**src/rtl/hazard_ctrl_if.sv**
```systemverilog
// Decode/writeback/execute control bundle for hazard_ctrl.
// master: pipeline side that drives decode, writeback and execute status.
// slave:  hazard_ctrl, which returns the stall/flush/bubble/issue controls.
interface hazard_ctrl_if #(
  parameter int NREGS = 32
);

  logic             id_valid_i;
  logic             id_rs1_en_i;
  logic [4:0]       id_rs1_idx_i;
  logic             id_rs2_en_i;
  logic [4:0]       id_rs2_idx_i;
  logic             id_rd_en_i;
  logic [4:0]       id_rd_idx_i;
  logic             wb_en_i;
  logic [4:0]       wb_idx_i;
  logic             ex_busy_i;
  logic             redirect_i;

  logic             pc_stall_o;
  logic             if_id_stall_o;
  logic             if_id_flush_o;
  logic             id_ex_stall_o;
  logic             id_ex_bubble_o;
  logic             issue_o;
  logic [NREGS-1:0] sb_pending_o;
  logic [1:0]       state_o;

  modport master (
    output id_valid_i, id_rs1_en_i, id_rs1_idx_i, id_rs2_en_i, id_rs2_idx_i,
           id_rd_en_i, id_rd_idx_i, wb_en_i, wb_idx_i, ex_busy_i, redirect_i,
    input  pc_stall_o, if_id_stall_o, if_id_flush_o, id_ex_stall_o,
           id_ex_bubble_o, issue_o, sb_pending_o, state_o
  );

  modport slave (
    input  id_valid_i, id_rs1_en_i, id_rs1_idx_i, id_rs2_en_i, id_rs2_idx_i,
           id_rd_en_i, id_rd_idx_i, wb_en_i, wb_idx_i, ex_busy_i, redirect_i,
    output pc_stall_o, if_id_stall_o, if_id_flush_o, id_ex_stall_o,
           id_ex_bubble_o, issue_o, sb_pending_o, state_o
  );

endinterface

```
**src/rtl/hazard_ctrl.sv**
```systemverilog
// hazard_ctrl: decode-stage pipeline control for the 5-stage RV32I core.
// Keeps a scoreboard of in-flight destination registers and turns it, the
// execute busy flag and execute redirects into PC / IF/ID / ID/EX controls.
// Optional macro WB_BYPASS_EN: a register retiring this cycle is treated as
// not pending, so a dependent instruction may issue in the writeback cycle.
module hazard_ctrl #(
  parameter int FLUSH_CYCLES = 1,
  parameter int NREGS        = 32
) (
  input logic          clk,
  input logic          rst_n,
  hazard_ctrl_if.slave bus
);

  typedef enum logic [1:0] {
    RUN   = 2'd0,
    FLUSH = 2'd1
  } state_t;

  localparam logic [2:0] FLUSH_RELOAD = 3'(FLUSH_CYCLES - 1);

  state_t           state_q, state_d;
  logic [2:0]       cnt_q, cnt_d;
  logic [NREGS-1:0] pending_q, pending_d;
  logic [NREGS-1:0] wb_mask, set_mask, pend_eff;
  logic             hazard, in_flush;
  logic             pc_stall, if_id_stall, if_id_flush;
  logic             id_ex_stall, id_ex_bubble, issue;

  // One-hot mask of the register retiring this cycle (x0 never retires).
  always_comb begin
    wb_mask = '0;
    if (bus.wb_en_i && bus.wb_idx_i != 5'd0) wb_mask[bus.wb_idx_i] = 1'b1;
  end

  // Effective pending set seen by decode, optionally hiding the retiring register.
  always_comb begin
`ifdef WB_BYPASS_EN
    pend_eff = pending_q & ~wb_mask;
`else
    pend_eff = pending_q;
`endif
  end

  // RAW on either source or WAW on the destination against in-flight writes.
  always_comb begin
    hazard = 1'b0;
    if (bus.id_valid_i) begin
      if (bus.id_rs1_en_i && bus.id_rs1_idx_i != 5'd0 && pend_eff[bus.id_rs1_idx_i]) hazard = 1'b1;
      if (bus.id_rs2_en_i && bus.id_rs2_idx_i != 5'd0 && pend_eff[bus.id_rs2_idx_i]) hazard = 1'b1;
      if (bus.id_rd_en_i  && bus.id_rd_idx_i  != 5'd0 && pend_eff[bus.id_rd_idx_i])  hazard = 1'b1;
    end
  end

  assign in_flush = bus.redirect_i || (state_q == FLUSH);

  // Prioritised controls: flush beats busy beats hazard beats normal issue.
  always_comb begin
    pc_stall     = 1'b0;
    if_id_stall  = 1'b0;
    if_id_flush  = 1'b0;
    id_ex_stall  = 1'b0;
    id_ex_bubble = 1'b0;
    issue        = 1'b0;
    if (rst_n) begin
      if (in_flush) begin
        if_id_flush  = 1'b1;
        id_ex_bubble = 1'b1;
      end else if (bus.ex_busy_i) begin
        pc_stall    = 1'b1;
        if_id_stall = 1'b1;
        id_ex_stall = 1'b1;
      end else if (hazard) begin
        pc_stall     = 1'b1;
        if_id_stall  = 1'b1;
        id_ex_bubble = 1'b1;
      end else begin
        issue = bus.id_valid_i;
      end
    end
  end

  // Flush sequencing: a redirect (re)arms the counter for the extra flush cycles.
  always_comb begin
    state_d = state_q;
    cnt_d   = cnt_q;
    case (state_q)
      RUN: begin
        if (bus.redirect_i && FLUSH_CYCLES > 1) begin
          state_d = FLUSH;
          cnt_d   = FLUSH_RELOAD;
        end
      end
      FLUSH: begin
        if (bus.redirect_i) begin
          cnt_d = FLUSH_RELOAD;
        end else if (cnt_q <= 3'd1) begin
          state_d = RUN;
          cnt_d   = 3'd0;
        end else begin
          cnt_d = cnt_q - 3'd1;
        end
      end
      default: begin
        state_d = RUN;
        cnt_d   = 3'd0;
      end
    endcase
  end

  // Flush state register; reset abandons any flush in progress.
  always_ff @(posedge clk or negedge rst_n) begin
    if (!rst_n) begin
      state_q <= RUN;
      cnt_q   <= 3'd0;
    end else begin
      state_q <= state_d;
      cnt_q   <= cnt_d;
    end
  end

  // Scoreboard next value: retire clears, an issuing write sets (set wins), x0 stays clear.
  always_comb begin
    set_mask = '0;
    if (issue && bus.id_rd_en_i && bus.id_rd_idx_i != 5'd0) set_mask[bus.id_rd_idx_i] = 1'b1;
    pending_d    = (pending_q & ~wb_mask) | set_mask;
    pending_d[0] = 1'b0;
  end

  // Scoreboard register; flushes leave it alone since older writes still retire.
  always_ff @(posedge clk or negedge rst_n) begin
    if (!rst_n) pending_q <= '0;
    else        pending_q <= pending_d;
  end

  assign bus.pc_stall_o     = pc_stall;
  assign bus.if_id_stall_o  = if_id_stall;
  assign bus.if_id_flush_o  = if_id_flush;
  assign bus.id_ex_stall_o  = id_ex_stall;
  assign bus.id_ex_bubble_o = id_ex_bubble;
  assign bus.issue_o        = issue;
  assign bus.sb_pending_o   = pending_q;
  assign bus.state_o        = state_q;

endmodule

```
**src/flat_wrapper.sv**
```systemverilog
// flat-port wrapper written by rule: the top's interface ports become plain ports
module hazard_ctrl_flat 
#(
  parameter int FLUSH_CYCLES = 1,
  parameter int NREGS        = 32
)
  (clk, rst_n, bus_id_valid_i, bus_id_rs1_en_i, bus_id_rs1_idx_i, bus_id_rs2_en_i, bus_id_rs2_idx_i, bus_id_rd_en_i, bus_id_rd_idx_i, bus_wb_en_i, bus_wb_idx_i, bus_ex_busy_i, bus_redirect_i, bus_pc_stall_o, bus_if_id_stall_o, bus_if_id_flush_o, bus_id_ex_stall_o, bus_id_ex_bubble_o, bus_issue_o, bus_sb_pending_o, bus_state_o);
  hazard_ctrl_if #(.NREGS(NREGS)) bus_i ();
  input logic clk;
  input logic rst_n;
  input wire logic [$bits(bus_i.id_valid_i)-1:0] bus_id_valid_i;
  input wire logic [$bits(bus_i.id_rs1_en_i)-1:0] bus_id_rs1_en_i;
  input wire logic [$bits(bus_i.id_rs1_idx_i)-1:0] bus_id_rs1_idx_i;
  input wire logic [$bits(bus_i.id_rs2_en_i)-1:0] bus_id_rs2_en_i;
  input wire logic [$bits(bus_i.id_rs2_idx_i)-1:0] bus_id_rs2_idx_i;
  input wire logic [$bits(bus_i.id_rd_en_i)-1:0] bus_id_rd_en_i;
  input wire logic [$bits(bus_i.id_rd_idx_i)-1:0] bus_id_rd_idx_i;
  input wire logic [$bits(bus_i.wb_en_i)-1:0] bus_wb_en_i;
  input wire logic [$bits(bus_i.wb_idx_i)-1:0] bus_wb_idx_i;
  input wire logic [$bits(bus_i.ex_busy_i)-1:0] bus_ex_busy_i;
  input wire logic [$bits(bus_i.redirect_i)-1:0] bus_redirect_i;
  output wire logic [$bits(bus_i.pc_stall_o)-1:0] bus_pc_stall_o;
  output wire logic [$bits(bus_i.if_id_stall_o)-1:0] bus_if_id_stall_o;
  output wire logic [$bits(bus_i.if_id_flush_o)-1:0] bus_if_id_flush_o;
  output wire logic [$bits(bus_i.id_ex_stall_o)-1:0] bus_id_ex_stall_o;
  output wire logic [$bits(bus_i.id_ex_bubble_o)-1:0] bus_id_ex_bubble_o;
  output wire logic [$bits(bus_i.issue_o)-1:0] bus_issue_o;
  output wire logic [$bits(bus_i.sb_pending_o)-1:0] bus_sb_pending_o;
  output wire logic [$bits(bus_i.state_o)-1:0] bus_state_o;
  assign bus_i.id_valid_i = bus_id_valid_i;
  assign bus_i.id_rs1_en_i = bus_id_rs1_en_i;
  assign bus_i.id_rs1_idx_i = bus_id_rs1_idx_i;
  assign bus_i.id_rs2_en_i = bus_id_rs2_en_i;
  assign bus_i.id_rs2_idx_i = bus_id_rs2_idx_i;
  assign bus_i.id_rd_en_i = bus_id_rd_en_i;
  assign bus_i.id_rd_idx_i = bus_id_rd_idx_i;
  assign bus_i.wb_en_i = bus_wb_en_i;
  assign bus_i.wb_idx_i = bus_wb_idx_i;
  assign bus_i.ex_busy_i = bus_ex_busy_i;
  assign bus_i.redirect_i = bus_redirect_i;
  assign bus_pc_stall_o = bus_i.pc_stall_o;
  assign bus_if_id_stall_o = bus_i.if_id_stall_o;
  assign bus_if_id_flush_o = bus_i.if_id_flush_o;
  assign bus_id_ex_stall_o = bus_i.id_ex_stall_o;
  assign bus_id_ex_bubble_o = bus_i.id_ex_bubble_o;
  assign bus_issue_o = bus_i.issue_o;
  assign bus_sb_pending_o = bus_i.sb_pending_o;
  assign bus_state_o = bus_i.state_o;
  hazard_ctrl #(.FLUSH_CYCLES(FLUSH_CYCLES), .NREGS(NREGS)) u_core (.clk(clk), .rst_n(rst_n), .bus(bus_i));
endmodule
```
**config.mk**
```make
export PLATFORM = sky130hd
export DESIGN_NAME = hazard_ctrl_flat
export DESIGN_NICKNAME = d
export VERILOG_FILES = /design/src/rtl/hazard_ctrl_if.sv /design/src/rtl/hazard_ctrl.sv /design/src/flat_wrapper.sv
export SDC_FILE = /design/constraint.sdc
export NUM_CORES = 1
export LEC_CHECK = 0
export ABC_AREA = 1
export BUFFER_PORTS_ARGS = -buffer_cell sky130_fd_sc_hd__clkbuf_2
export CELL_PAD_IN_SITES_DETAIL_PLACEMENT = 1
export CELL_PAD_IN_SITES_GLOBAL_PLACEMENT = 2
export CORE_UTILIZATION = 28
export DETAILED_ROUTE_END_ITERATION = 16
export GPL_TIMING_DRIVEN = 0
export HOLD_SLACK_MARGIN = 0.02
export PLACE_DENSITY = 0.83
export SYNTH_ARGS = -nofsm -noshare
export SYNTH_HDL_FRONTEND = slang
export SYNTH_SLANG_ARGS = --single-unit
```
**constraint.sdc**
```tcl
create_clock -name clk -period 2.4 [get_ports clk]
set_input_delay 0.48 -clock clk [delete_from_list [all_inputs] [get_ports clk]]
set_output_delay 0.48 -clock clk [all_outputs]
set_load 0.005 [all_outputs]
```
* Word-level counts from Yosys, hierarchy flattened
Cells that the tools add are included.
** Cells by class
- Bitwise logic cells :: 4
- Shift operators :: 0
- Mux-type cells :: 38
- $mul :: 0
- Add/sub/neg operators :: 1
- Equality and inequality tests :: 3
- Reductions and logical operators :: 18
- $lt $le $gt $ge :: 7
- Div/mod/pow operators :: 0
** Operators with widths (count)
- 32-bit two-way mux :: 2
- 32-bit bitwise AND :: 1
- 32-bit inverter :: 1
- 32-bit OR :: 1
- 1-bit two-way mux :: 25
- 5-bit by 6-bit < comparator with 1-bit output, second input constant :: 4
- 5-bit nonzero test :: 4
- 1-bit binary-select mux with 5-bit select :: 3
- 1-bit logical AND :: 11
- 1-bit demux with 5-bit select :: 2
- 5-bit by 1-bit greater-or-equal comparator with 1-bit output, second input constant :: 2
- 3-bit two-way mux :: 2
- 3-bit one-hot mux with 2 select lines :: 1
- 2-bit two-way mux :: 2
- 2-bit != test, second input constant :: 2
- 2-bit one-hot mux with 2 select lines :: 1
- 3-bit by 1-bit <= comparator with 1-bit output, second input constant :: 1
- 3-bit AND reduction :: 1
- 3-bit by 1-bit subtractor with 3-bit output, second input constant :: 1
- 2-bit by 1-bit == test with 1-bit output, second input constant :: 1
- 2-bit zero test :: 1
- 1-bit logical OR :: 1
- 1-bit inverter :: 1
** Word-level totals
- Bits in latches :: 0
- Bits of input ports :: 29
- Register bits :: 36
- ROM bits :: 0
- Memories kept :: 0
- Logic and storage cells :: 74
- Memory bits (writable) :: 0

* Logic depth before layout (Yosys ltp)
Gate-level depths: netlist (run 1).
- Depth after elaboration :: 15
- Mapped depth :: 16
- Mapped depth without buffers :: 14

* Worst setup path after synthesis (run 1)
Ideal clock, no wire load.
- Path type :: input to output
- Start point :: in bus_id_rs1_idx_i[1]
- End point :: out bus_pc_stall_o
- Path slack :: 0.203 ns
- Path buffers :: 2
- Stages on the path :: 13
- Arrival :: 1.717 ns
- Cell sequence :: buf_4 inv_1 nand2_1 o21ai_0 nor2_1 nand2_1 nand3_1 nand2_1 nand2_4 nand3_1 nand2_1 a21oi_1 buf_4
** On the way
- Longest elaborated chain between the ends :: 11
** Ends and longest elaborated chain
- start: declaration :: RTL line flat_wrapper.sv:13 : input wire logic [$bits(bus_i.id_rs1_idx_i)-1:0] bus_id_rs1_idx_i;
- 1-bit binary-select mux with 5-bit select or 5-bit nonzero test (tied branches) :: RTL line hazard_ctrl.sv:49 : if (bus.id_rs1_en_i && bus.id_rs1_idx_i != 5'd0 && pend_eff[bus.id_rs1_idx_i]) hazard = 1'b1;
- 1-bit two-way mux (not written as such) or 1-bit logical AND (tied branches) :: RTL line hazard_ctrl.sv:49
- 1-bit logical AND (*) :: RTL line hazard_ctrl.sv:49
- 1-bit two-way mux (*) :: RTL line hazard_ctrl.sv:49
- 1-bit two-way mux (*) :: RTL line hazard_ctrl.sv:50 : if (bus.id_rs2_en_i && bus.id_rs2_idx_i != 5'd0 && pend_eff[bus.id_rs2_idx_i]) hazard = 1'b1;
- 1-bit two-way mux (*) :: RTL line hazard_ctrl.sv:51 : if (bus.id_rd_en_i && bus.id_rd_idx_i != 5'd0 && pend_eff[bus.id_rd_idx_i]) hazard = 1'b1;
- 1-bit two-way mux (*) :: RTL line hazard_ctrl.sv:48 : if (bus.id_valid_i) begin
- 1-bit two-way mux (*) (4 in series)
- end: declaration :: RTL line flat_wrapper.sv:22 : output wire logic [$bits(bus_i.pc_stall_o)-1:0] bus_pc_stall_o;
Mark *: on every way between the ends. The rest lies on a longest branch, timed or not. The select of a mux whose other input is x is not followed.

* Worst setup path in the final report (run 1)
- Start point :: in bus_id_rd_idx_i[0]
- End point :: out bus_pc_stall_o
** On the way
- Longest elaborated chain between the ends :: 9
** Ends and longest elaborated chain
- start: declaration :: RTL line flat_wrapper.sv:17 : input wire logic [$bits(bus_i.id_rd_idx_i)-1:0] bus_id_rd_idx_i;
- 1-bit binary-select mux with 5-bit select or 5-bit nonzero test (tied branches) :: RTL line hazard_ctrl.sv:51
- 1-bit two-way mux (not written as such) or 1-bit logical AND (tied branches) :: RTL line hazard_ctrl.sv:51
- 1-bit logical AND (*) :: RTL line hazard_ctrl.sv:51
- 1-bit two-way mux (*) :: RTL line hazard_ctrl.sv:51
- 1-bit two-way mux (*) :: RTL line hazard_ctrl.sv:48
- 1-bit two-way mux (*) :: RTL line hazard_ctrl.sv:73 : end else if (hazard) begin
- 1-bit two-way mux (*) :: RTL line hazard_ctrl.sv:69 : end else if (bus.ex_busy_i) begin
- 1-bit two-way mux (*) :: RTL line hazard_ctrl.sv:66 : if (in_flush) begin
- 1-bit two-way mux (*) :: RTL line hazard_ctrl.sv:65 : if (rst_n) begin
Marked as above.

==> results.sh, run 1 <==
export IMPL_outcome="finished, final reports clean"
export IMPL_post_synth_cell_area_avg_um2=5.87
export IMPL_total_switching_power_mw=0.495
export IMPL_timing_critical_path_mode_cell="nand2_1"
export IMPL_post_synth_instance_area_um2=2930
export IMPL_vias=3699
export IMPL_timing_max_transition_violations_final=0
export IMPL_hpwlAfterDp_um=9770
export IMPL_placer_congestion=0.859
export IMPL_antenna_diode_count=0
export IMPL_clock_fmax_mhz=427
export IMPL_hold_violations=0
export IMPL_layout_cells_most_common_list="nand2_1, clkbuf_2, nor2_1"
export IMPL_antenna_found_initial=0
export IMPL_floorplan_core_area_um2=9950
export IMPL_io_pin_count=69
export IMPL_setup_viol_count_final=0
export IMPL_share_comb_of_total_power_pct=28.5
export IMPL_syn_instance_count=499
export IMPL_final_antenna_net_count=0
export IMPL_worstSetupStartpointType="primary input"
export IMPL_critical_path_class="in -> out"
export IMPL_synth_warnings=0
export IMPL_place_area_um2=3410
export IMPL_p_per_area_nw_per_um2=370
export IMPL_clk_pin_slew_ps=70
export IMPL_timing_max_slew_rel_slack_pct=45.5
export IMPL_drt_first_pass_iters=4
export IMPL_wire_per_inst_um=17.9
export IMPL_cts_hold_fix_buffers=0
export IMPL_grt_pass1_vias=3744
export IMPL_rows=36
export IMPL_post_route_drc_count=0
export IMPL_cp_slowest_stage_delay_ps=150
export IMPL_die_area_um2=10900
export IMPL_crit_path_from="bus_id_rd_idx_i[0]"
export IMPL_worst_path_max_fanout=6
export IMPL_area_growth_syn_to_layout_pct=33.3
export IMPL_sequentialPowerShare_pct=39.8
export IMPL_cts_path_max_buffers=2
export IMPL_nFillCells=1361
export IMPL_grt_pass1_wl_um=20300
export IMPL_totalNegativeSetupSlack_ps=0
export IMPL_switching_share_pct=34.2
export IMPL_slowest_stage="buf_4"
export IMPL_wl_um=13000
export IMPL_synth_seq_area_share_pct=26.5
export IMPL_insertion_delay_ps=280
export IMPL_rsz0062_at_grt="true"
export IMPL_final_common_cell="nand2_1"
export IMPL_clock_tree_from_tritoncts="done"
export IMPL_detail_route_vias_per_cell=5.12
export IMPL_synth_seq_cells=31
export IMPL_cts_inserted_buffers=5
export IMPL_final_cell_area_um2=3910
export IMPL_internal_power_mw=0.952
export IMPL_layout_cells_sized_above_1_pct=31.4
export IMPL_grt_overflow_total=0
export IMPL_timing_final_crit_period_ps=2340
export IMPL_ir_worst_vdd_mv=0.214
export IMPL_fp_dieW_um=104
export IMPL_rr_startpoint="u_core.bus.sb_pending_o[21]"
export IMPL_clock_sinks=31
export IMPL_critical_path_endpoint_type="output pin"
export IMPL_grt_total_usage_pct=24.2
export IMPL_power_clock_fraction_pct=31.7
export IMPL_tightestPinTransition_ps=817
export IMPL_largest_register_ff_count=31
export IMPL_start_util_pct=29.4
export IMPL_timing_clock_skew_ps=12.0
export IMPL_die_y_extent_um=104
export IMPL_cp_required_ps=1920
export IMPL_finish_utilization_pct=39.3
export IMPL_worstPathArrival_ps=1860
export IMPL_cts_max_level=2
export IMPL_drt_iter0_markers=163
export IMPL_pin_count_of_the_biggest_net_entering_global_routing=35
export IMPL_ff2ff_setup_slack_ps=410
export IMPL_leakage_nw=2.01
export IMPL_finish_net_count=618
export IMPL_min_path_type="in -> async"
export IMPL_cts_root_buffer="clkbuf_8"
export IMPL_buffer_ports_inserted=60
export IMPL_synth_cell_type_count=27
export IMPL_hold_worst_slack_ps=289
export IMPL_layout_worst_path_cycle_share_pct=97.6
export IMPL_cap_violations=0
export IMPL_path_cells="buf_4 -> buf_6 -> nor2_4 -> nand2_1 -> nand3_1 -> nand2_1 -> nand2_1 -> nor2_1 -> nand2_1 -> nand2_2 -> nand3_4 -> nand2_4 -> a21oi_2 -> buf_2"
[stage by stage]
stage | std cells | setup WS [ps] | total power [mW]
after floorplan | 501 | 203 | 0.782
after global placement | 694 | -161 | 0.926
after detailed placement | 694 | -213 | 0.935
after CTS | 710 | 56.6 | 1.42
after global routing | 723 | -44.0 | 1.52
final | 723 | 57.3 | 1.45
[critical path: cells and delay by family]
kind / cells / cell delay [ps]
AOI/OAI and AO/OA: 1 / 140
buffers and inverters: 3 / 420
and+or+nand+nor: 10 / 820
[cells by family (layout without fill, tap and decap cells)]
family          Yosys count  in the layout  share of synthesized area, %
flops                    31             31                          26.5
simple gates            325            325                          48.0
compound gates           61             61                          10.9
other cells               1              3                         0.128
buf+inv                  81            170                          14.5
[area by class of cell]
class	instances	area (um^2)	area share [%]
clock inverter	1	7.51	0.192
multi-input combinational	389	1890	48.3
clock buffer	7	96.3	2.46
buffer	23	200	5.12
sequential	31	806	20.6
timing repair buffer	82	510	13.1
tap	133	166	4.26
inverter	57	233	5.95
[layer usage]
layer / track usage (%) / vias up / wire [um]
li1: - / 1786 / -
met1: 32.0 / 1795 / 5900
met2: 41.8 / 100 / 6260
met3: 2.76 / 18 / 555
met4: 5.31 / 0 / 251
met5: 0 / - / 0
[cell usage after synthesis]
| master | instances | area [um^2] |
|---|---|---|
| nand2_1 | 186 | 698 |
| inv_1 | 51 | 191 |
| nor2_1 | 48 | 180 |
| o21ai_0 | 41 | 205 |
| nand3_1 | 35 | 175 |
| dfrtp_1 | 31 | 776 |
| nand4_1 | 30 | 188 |
| nor3_1 | 15 | 75.1 |
| buf_6 | 11 | 124 |
| a21oi_1 | 10 | 50.1 |
| buf_4 | 7 | 52.6 |
| buf_2 | 5 | 25.0 |
| o21ai_1 | 5 | 25.0 |
| inv_2 | 4 | 15.0 |
| nand2_2 | 4 | 25.0 |
| o211ai_1 | 3 | 22.5 |
| inv_4 | 2 | 12.5 |
| nor2_4 | 2 | 22.5 |
| buf_1 | 1 | 3.75 |
| conb_1 | 1 | 3.75 |
| nand2_4 | 1 | 11.3 |
| nand3b_1 | 1 | 7.51 |
| nand4_2 | 1 | 12.5 |
| nor2_2 | 1 | 6.26 |
| o21ai_2 | 1 | 8.76 |
| o41ai_1 | 1 | 8.76 |
| or2_2 | 1 | 6.26 |
[timing repair]
| item | CTS | global route |
|---|---|---|
| gates cloned | 2 | 0 |
| pin swaps | 8 | 9 |
| endpoints found under the setup margin | 4 | 4 |
| gates resized for setup | 50 | 47 |
| setup buffers | 7 | 13 |
[path summary, 6_finish.rpt]
kind,endpoint,cells after the start
hold reg to reg,u_core.bus.sb_pending_o[18],2
hold / removal,u_core.bus.sb_pending_o[5],1
max in group asynchronous,u_core.bus.sb_pending_o[10],1
setup reg to reg,u_core.bus.sb_pending_o[9],14
setup / recovery,bus_pc_stall_o,14
min in group clk,u_core.bus.sb_pending_o[28],4
[power by group through the flow]
stage	combinational [mW]	sequential [mW]	clock, mW
2_1_floorplan	0.215	0.566	0
3_3_place_gp	0.341	0.585	0
3_5_place_dp	0.350	0.585	0
4_1_cts	0.377	0.576	0.472
5_1_grt	0.454	0.577	0.490
6_report	0.412	0.576	0.459
No activity file was read; power rests on OpenSTA's default activity.
==> run 2, diff against run 1 <==
--- a/config.mk
+++ b/config.mk
@@ -5,15 +5,15 @@
 export SDC_FILE = /design/constraint.sdc
 export NUM_CORES = 1
 export LEC_CHECK = 0
-export ABC_AREA = 1
+export ABC_AREA = 0
 export BUFFER_PORTS_ARGS = -buffer_cell sky130_fd_sc_hd__clkbuf_2
 export CELL_PAD_IN_SITES_DETAIL_PLACEMENT = 1
 export CELL_PAD_IN_SITES_GLOBAL_PLACEMENT = 2
-export CORE_UTILIZATION = 28
+export CORE_UTILIZATION = 30
 export DETAILED_ROUTE_END_ITERATION = 16
 export GPL_TIMING_DRIVEN = 0
 export HOLD_SLACK_MARGIN = 0.02
-export PLACE_DENSITY = 0.83
+export PLACE_DENSITY = 0.77
 export SYNTH_ARGS = -nofsm -noshare
 export SYNTH_HDL_FRONTEND = slang
 export SYNTH_SLANG_ARGS = --single-unit
==> results.sh, run 2 <==
export IMPL_clock_tree_from_tritoncts="done"
export IMPL_post_layout_nonfiller_instances=419
export IMPL_clk_pin_slew_ps=70
export IMPL_post_synth_cell_area_avg_um2=10.3
export IMPL_violations="setup timing"
export IMPL_cts_inserted_buffers=5
export IMPL_io_pin_count=69
export IMPL_vias=2479
export IMPL_buffer_ports_inserted=57
export IMPL_post_synth_and_or_nand_nor_area_fraction_pct=17.2
export IMPL_post_route_drc_count=0
export IMPL_internal_power_mw=1.10
export IMPL_tightestPinTransition_ps=702
export IMPL_cts_max_level=2
export IMPL_worstPathArrival_ps=2580
export IMPL_final_common_cell="clkbuf_2"
export IMPL_switching_share_pct=27.9
export IMPL_yosys_top_cells_area="dfrtp_1, mux4_2, o31ai_1, o21ai_0, mux4_1"
export IMPL_synth_seq_cells=31
export IMPL_wl_um=9630
export IMPL_layout_worst_path_cycle_share_pct=127
export IMPL_timing_clock_skew_ps=11.4
export IMPL_final_cell_area_um2=3330
export IMPL_yosys_mux_area_fraction_pct=23.7
export IMPL_synth_adder_area_share_pct=0
export IMPL_synth_cell_type_count=43
export IMPL_floorplan_core_area_um2=7770
export IMPL_finish_net_count=345
export IMPL_ir_worst_vdd_mv=0.243
export IMPL_area_growth_syn_to_layout_pct=37.1
export IMPL_dominant_combinational_cell_family_by_area_after_synthesis="multiplexers"
export IMPL_hold_violations=0
export IMPL_clock_sinks=31
export IMPL_placer_congestion=0.847
export IMPL_setup_viol_count_final=27
export IMPL_synth_top_flop_cell="dfrtp_1"
export IMPL_postSynth_asyncResetShare_pct=100
export IMPL_timing_max_transition_violations_final=0
export IMPL_synth_compound_gate_area_share_pct=21.5
export IMPL_totalNegativeSetupSlack_ps=-10350
export IMPL_pin_count_of_the_biggest_net_entering_global_routing=35
export IMPL_start_util_pct=31.3
export IMPL_timing_final_crit_period_ps=3060
export IMPL_cts_root_buffer="clkbuf_8"
export IMPL_drt_first_pass_iters=4
export IMPL_post_synth_xor_area_fraction_pct=0
export IMPL_commonest_cells_post_synth="o21ai_0, dfrtp_1, o31ai_1"
export IMPL_dpl_cell_count=398
export IMPL_detail_route_vias_per_cell=5.92
export IMPL_p_per_area_nw_per_um2=458
export IMPL_sequentialPowerShare_pct=37.6
export IMPL_cts_path_max_buffers=2
export IMPL_yosys_area_top_type_share_pct=31.9
export IMPL_nFillCells=872
export IMPL_layout_cells_most_common_list="clkbuf_2, o21ai_0, buf_4"
export IMPL_die_y_extent_um=92.0
export IMPL_rsz0062_at_grt="true"
export IMPL_timing_max_slew_rel_slack_pct=53.1
export IMPL_cts_hold_fix_buffers=0
export IMPL_final_antenna_net_count=0
export IMPL_hpwlAfterDp_um=6920
export IMPL_die_area_um2=8460
export IMPL_min_path_type="in -> async"
export IMPL_total_switching_power_mw=0.426
export IMPL_leakage_nw=1.39
export IMPL_worst_path_max_fanout=4
export IMPL_insertion_delay_ps=290
export IMPL_largest_register_ff_count=31
export IMPL_place_area_um2=2890
export IMPL_wire_per_inst_um=23.0
export IMPL_outcome="finished with violations"
export IMPL_cp_required_ps=1920
export IMPL_synth_warnings=0
export IMPL_grt_pass1_wl_um=14800
export IMPL_cap_violations=0
export IMPL_antenna_found_initial=0
export IMPL_synth_seq_area_share_pct=31.9
export IMPL_post_synth_instance_area_um2=2430
export IMPL_worstSetupStartpointType="flop"
export IMPL_grt_pass1_vias=2566
export IMPL_layout_cells_sized_above_1_pct=50.5
export IMPL_grt_total_usage_pct=23.4
export IMPL_synth_edff_count=0
export IMPL_post_synth_top_area_cell="dfrtp_1"
export IMPL_rows=32
export IMPL_share_comb_of_total_power_pct=21.5
export IMPL_power_clock_fraction_pct=40.9
export IMPL_drt_iter0_markers=93
export IMPL_synth_most_common_cell="o21ai_0"
export IMPL_syn_instance_count=237
export IMPL_antenna_diode_count=0
export IMPL_critical_path_class="reg -> out"
export IMPL_clock_fmax_mhz=327
export IMPL_grt_overflow_total=0
export IMPL_setup_slack_ps=-657
export IMPL_fp_dieW_um=92.0
export IMPL_critical_path_endpoint_type="output pin"
[run 2: changes by cell type after synthesis, moves of 13 or more]
cell	change
nand2_1	-174
nand4_1	-27
o31ai_1	+31
mux2i_1	+13
nand3_1	-27
nor2_1	-35
inv_1	-48
[run 2: repair_timing]
| action | 4_1_cts | 5_1_grt |
|---|---|---|
| gates resized for setup | 24 | 28 |
| setup buffers | 8 | 5 |
| endpoints found under the hold margin | 0 | 0 |
| endpoints found under the setup margin | 33 | 36 |
[run 2: power groups by stage]
stage               Clock (mW)  Combinational (mW)  Sequential [mW]
floorplan                    0               0.168            0.569
global placement             0               0.277            0.582
detailed placement           0               0.281            0.583
CTS                      0.626               0.307            0.571
global route             0.649               0.356            0.574
finish                   0.623               0.328            0.572
[run 2: cell families after synthesis]
group / after synthesis
buffers and inverters: 22
AO/OA/AOI/OAI: 79
other: 1
multiplexers: 34
flip-flops: 31
AND/OR/NAND/NOR: 70
[run 2: metrics by stage]
step	utilization, %	setup WS (ps)	total power [mW]	hold slack [ps]
2_1_floorplan	-	-344	0.737	184
3_3_place_gp	37.1	-739	0.859	593
3_5_place_dp	37.1	-754	0.864	614
4_1_cts	40.9	-673	1.50	311
5_1_grt	42.9	-703	1.58	200
6_report	42.9	-657	1.52	170
[run 2: final timing paths]
| check | startpoint | to | slack [ps] | cells past startpoint |
|---|---|---|---|---|
| setup / recovery | u_core.bus.sb_pending_o[31] | bus_pc_stall_o | -660 | 8 |
| hold reg to reg | u_core.bus.sb_pending_o[22] | u_core.bus.sb_pending_o[22] | 640 | 2 |
| min in group clk | bus_wb_idx_i[0] | u_core.bus.sb_pending_o[29] | 610 | 4 |
| max in group asynchronous | rst_n | u_core.bus.sb_pending_o[26] | 1870 | 1 |
| setup reg to reg | u_core.bus.sb_pending_o[31] | u_core.bus.sb_pending_o[19] | -390 | 10 |
| hold / removal | rst_n | u_core.bus.sb_pending_o[21] | 170 | 1 |
[run 2: layout make-up]
type / count / area, um^2 / area share (%)
repair buffers: 70 / 385 / 11.6
multi-input cells: 186 / 1730 / 52.0
flip-flops and latches: 31 / 796 / 23.9
clock buffers: 6 / 72.6 / 2.18
well taps: 102 / 128 / 3.83
clock inverters: 2 / 60.1 / 1.80
inverters: 3 / 11.3 / 0.338
plain buffers: 19 / 145 / 4.36
[run 2: critical path: stages, from the launching register on]
cell and delay, ps:
dfrtp_2 430, mux4_2 520, mux4_2 480, nand2b_4 160, nand4_4 80, nand4_4 160
a31o_4 260, buf_6 100, clkbuf_2 100
[run 2: per-layer routing]
layer,vias to the layer above,track usage [%],routed length (um)
met5,-,0,0
met4,0,10.8,325
met3,22,3.32,487
met2,93,37.5,4600
met1,1277,31.3,4220
li1,1087,-,-
==> run 3, diff against run 2 <==
--- a/config.mk
+++ b/config.mk
@@ -5,15 +5,14 @@
 export SDC_FILE = /design/constraint.sdc
 export NUM_CORES = 1
 export LEC_CHECK = 0
-export ABC_AREA = 0
+export ABC_AREA = 1
 export BUFFER_PORTS_ARGS = -buffer_cell sky130_fd_sc_hd__clkbuf_2
 export CELL_PAD_IN_SITES_DETAIL_PLACEMENT = 1
 export CELL_PAD_IN_SITES_GLOBAL_PLACEMENT = 2
 export CORE_UTILIZATION = 30
 export DETAILED_ROUTE_END_ITERATION = 16
-export GPL_TIMING_DRIVEN = 0
 export HOLD_SLACK_MARGIN = 0.02
-export PLACE_DENSITY = 0.77
+export PLACE_DENSITY = 0.88
 export SYNTH_ARGS = -nofsm -noshare
 export SYNTH_HDL_FRONTEND = slang
 export SYNTH_SLANG_ARGS = --single-unit
==> constraint.sdc (replaced) <==
create_clock -name clk -period 3.7 [get_ports clk]
set_input_delay 0.74 -clock clk [delete_from_list [all_inputs] [get_ports clk]]
set_output_delay 0.74 -clock clk [all_outputs]
set_load 0.005 [all_outputs]
==> results.sh, run 3 (synthesized netlist as in run 1, its figures left out) <==
export IMPL_outcome="finished, final reports clean"
export IMPL_ir_worst_vdd_mv=0.185
export IMPL_fp_dieW_um=101
export IMPL_grt_total_usage_pct=24.8
export IMPL_layout_worst_path_cycle_share_pct=85.9
export IMPL_p_per_area_nw_per_um2=273
export IMPL_placer_congestion=0.928
export IMPL_timing_max_transition_violations_final=0
export IMPL_clock_tree_from_tritoncts="done"
export IMPL_setup_slack_ps=522
export IMPL_totalNegativeSetupSlack_ps=0
export IMPL_grt_overflow_total=0
export IMPL_vias=3507
export IMPL_hold_violations=0
export IMPL_largest_register_ff_count=31
export IMPL_drt_iter0_markers=164
export IMPL_final_common_cell="nand2_1"
export IMPL_grt_pass1_wl_um=18800
export IMPL_layout_cells_sized_above_1_pct=17.0
export IMPL_cap_violations=0
export IMPL_antenna_found_initial=0
export IMPL_cts_max_level=2
export IMPL_wire_per_inst_um=17.7
export IMPL_rsz0062_at_grt="false"
export IMPL_place_ws_ps=576
export IMPL_leakage_nw=1.81
export IMPL_cts_resized=0
export IMPL_cp_required_ps=2960
export IMPL_worst_path_max_fanout=22
export IMPL_post_cts_buffers=0
export IMPL_final_antenna_net_count=0
export IMPL_post_route_drc_count=0
export IMPL_clock_fmax_mhz=315
export IMPL_io_pin_count=69
export IMPL_rows=35
export IMPL_insertion_delay_ps=290
export IMPL_die_y_extent_um=101
export IMPL_worstPathArrival_ps=2440
export IMPL_finish_net_count=581
export IMPL_place_area_um2=3250
export IMPL_tightestPinTransition_ps=696
export IMPL_clk_pin_slew_ps=70
export IMPL_grt_pass1_vias=3479
export IMPL_timing_clock_skew_ps=4.58
export IMPL_pin_count_of_the_biggest_net_entering_global_routing=32
export IMPL_setup_viol_count_final=0
export IMPL_buffer_ports_inserted=65
export IMPL_antenna_diode_count=0
export IMPL_wl_um=12100
export IMPL_timing_max_slew_rel_slack_pct=53.5
export IMPL_critical_path_class="in -> out"
export IMPL_start_util_pct=31.3
export IMPL_cts_hold_fix_buffers=0
export IMPL_detail_route_vias_per_cell=5.14
export IMPL_final_cell_area_um2=3360
export IMPL_layout_cells_most_common_list="nand2_1, clkbuf_2, inv_1"
export IMPL_hpwlAfterDp_um=9330
export IMPL_clock_sinks=31
export IMPL_timing_final_crit_period_ps=3180
export IMPL_die_area_um2=10200
export IMPL_area_growth_syn_to_layout_pct=14.6
export IMPL_drt_first_pass_iters=4
export IMPL_cts_path_max_buffers=2
export IMPL_floorplan_core_area_um2=9370
export IMPL_min_path_type="in -> async"
export IMPL_critical_path_endpoint_type="output pin"
export IMPL_worstSetupStartpointType="primary input"
export IMPL_cts_inserted_buffers=5
export IMPL_cts_root_buffer="clkbuf_8"
[run 3: cell types whose count changed in the layout (fill, tap and decap cells not counted), sizes merged, moves of 15 or more]
cell	delta
nand2	+179
inv	+54
nor2	+38
o31ai	-31
nand3	+27
nand4	+26
buf	-23
mux4	-17
o21ai	+15
[run 3: metal layers]
| metal | GRT usage [%] | vias to the layer above | share of wire (%) |
|---|---|---|---|
| met5 | 0 | - | 0 |
| met4 | 9.48 | 0 | 3.3 |
| met3 | 2.36 | 32 | 4.7 |
| met2 | 41.8 | 124 | 46 |
| met1 | 32.9 | 1642 | 46 |
| li1 | - | 1709 | - |
[run 3: worst max-delay path, stage by stage]
cell and delay [ps]:
clkbuf_2 370, nand2_2 240, inv_2 120, nand2_1 60, nand3_1 90, nand2_1 50
nand2_1 60, nor2_1 40, nand2_1 60, nand2_2 60, nand3_1 100, nand2_1 70
a21oi_1 210, clkbuf_2 160
[run 3: path summary, 6_finish.rpt]
check | start | endpoint | slack, ps | depth (start not counted)
hold / removal | rst_n | u_core.bus.sb_pending_o[3] | 540 | 2
setup reg to reg | u_core.bus.sb_pending_o[29] | u_core.bus.sb_pending_o[8] | 1530 | 13
setup / recovery | bus_id_rd_idx_i[0] | bus_if_id_stall_o | 520 | 14
hold reg to reg | u_core.bus.sb_pending_o[20] | u_core.bus.sb_pending_o[20] | 550 | 2
max in group asynchronous | rst_n | u_core.bus.sb_pending_o[16] | 2860 | 2
min in group clk | u_core.bus.sb_pending_o[20] | u_core.bus.sb_pending_o[20] | 550 | 2
[run 3: metrics by stage]
stage	hold slack (ps)	power, mW	std cells	util, %
final	540	0.917	682	35.8
after floorplan	444	0.507	501	-
after CTS	562	0.922	682	35.8
after global routing	600	0.964	682	35.8
after global placement	527	0.575	674	34.6
after detailed placement	546	0.582	674	34.6
[run 3: area by class of cell]
type                       instances  area [um^2]
clock buffer                       5         68.8
clock inverter                     3         43.8
fill                            1331         6010
inverter                          57          219
multi-input combinational        389         1740
sequential                        31          776
tap                              129          161
timing repair buffer              68          348
[run 3: where the power goes]
group | leakage, nW | switching (mW) | total, mW | internal, mW
combinational | 1.32 | 0.144 | 0.203 | 0.0591
clock | 0.0581 | 0.139 | 0.340 | 0.200
sequential | 0.430 | 0.0246 | 0.374 | 0.349
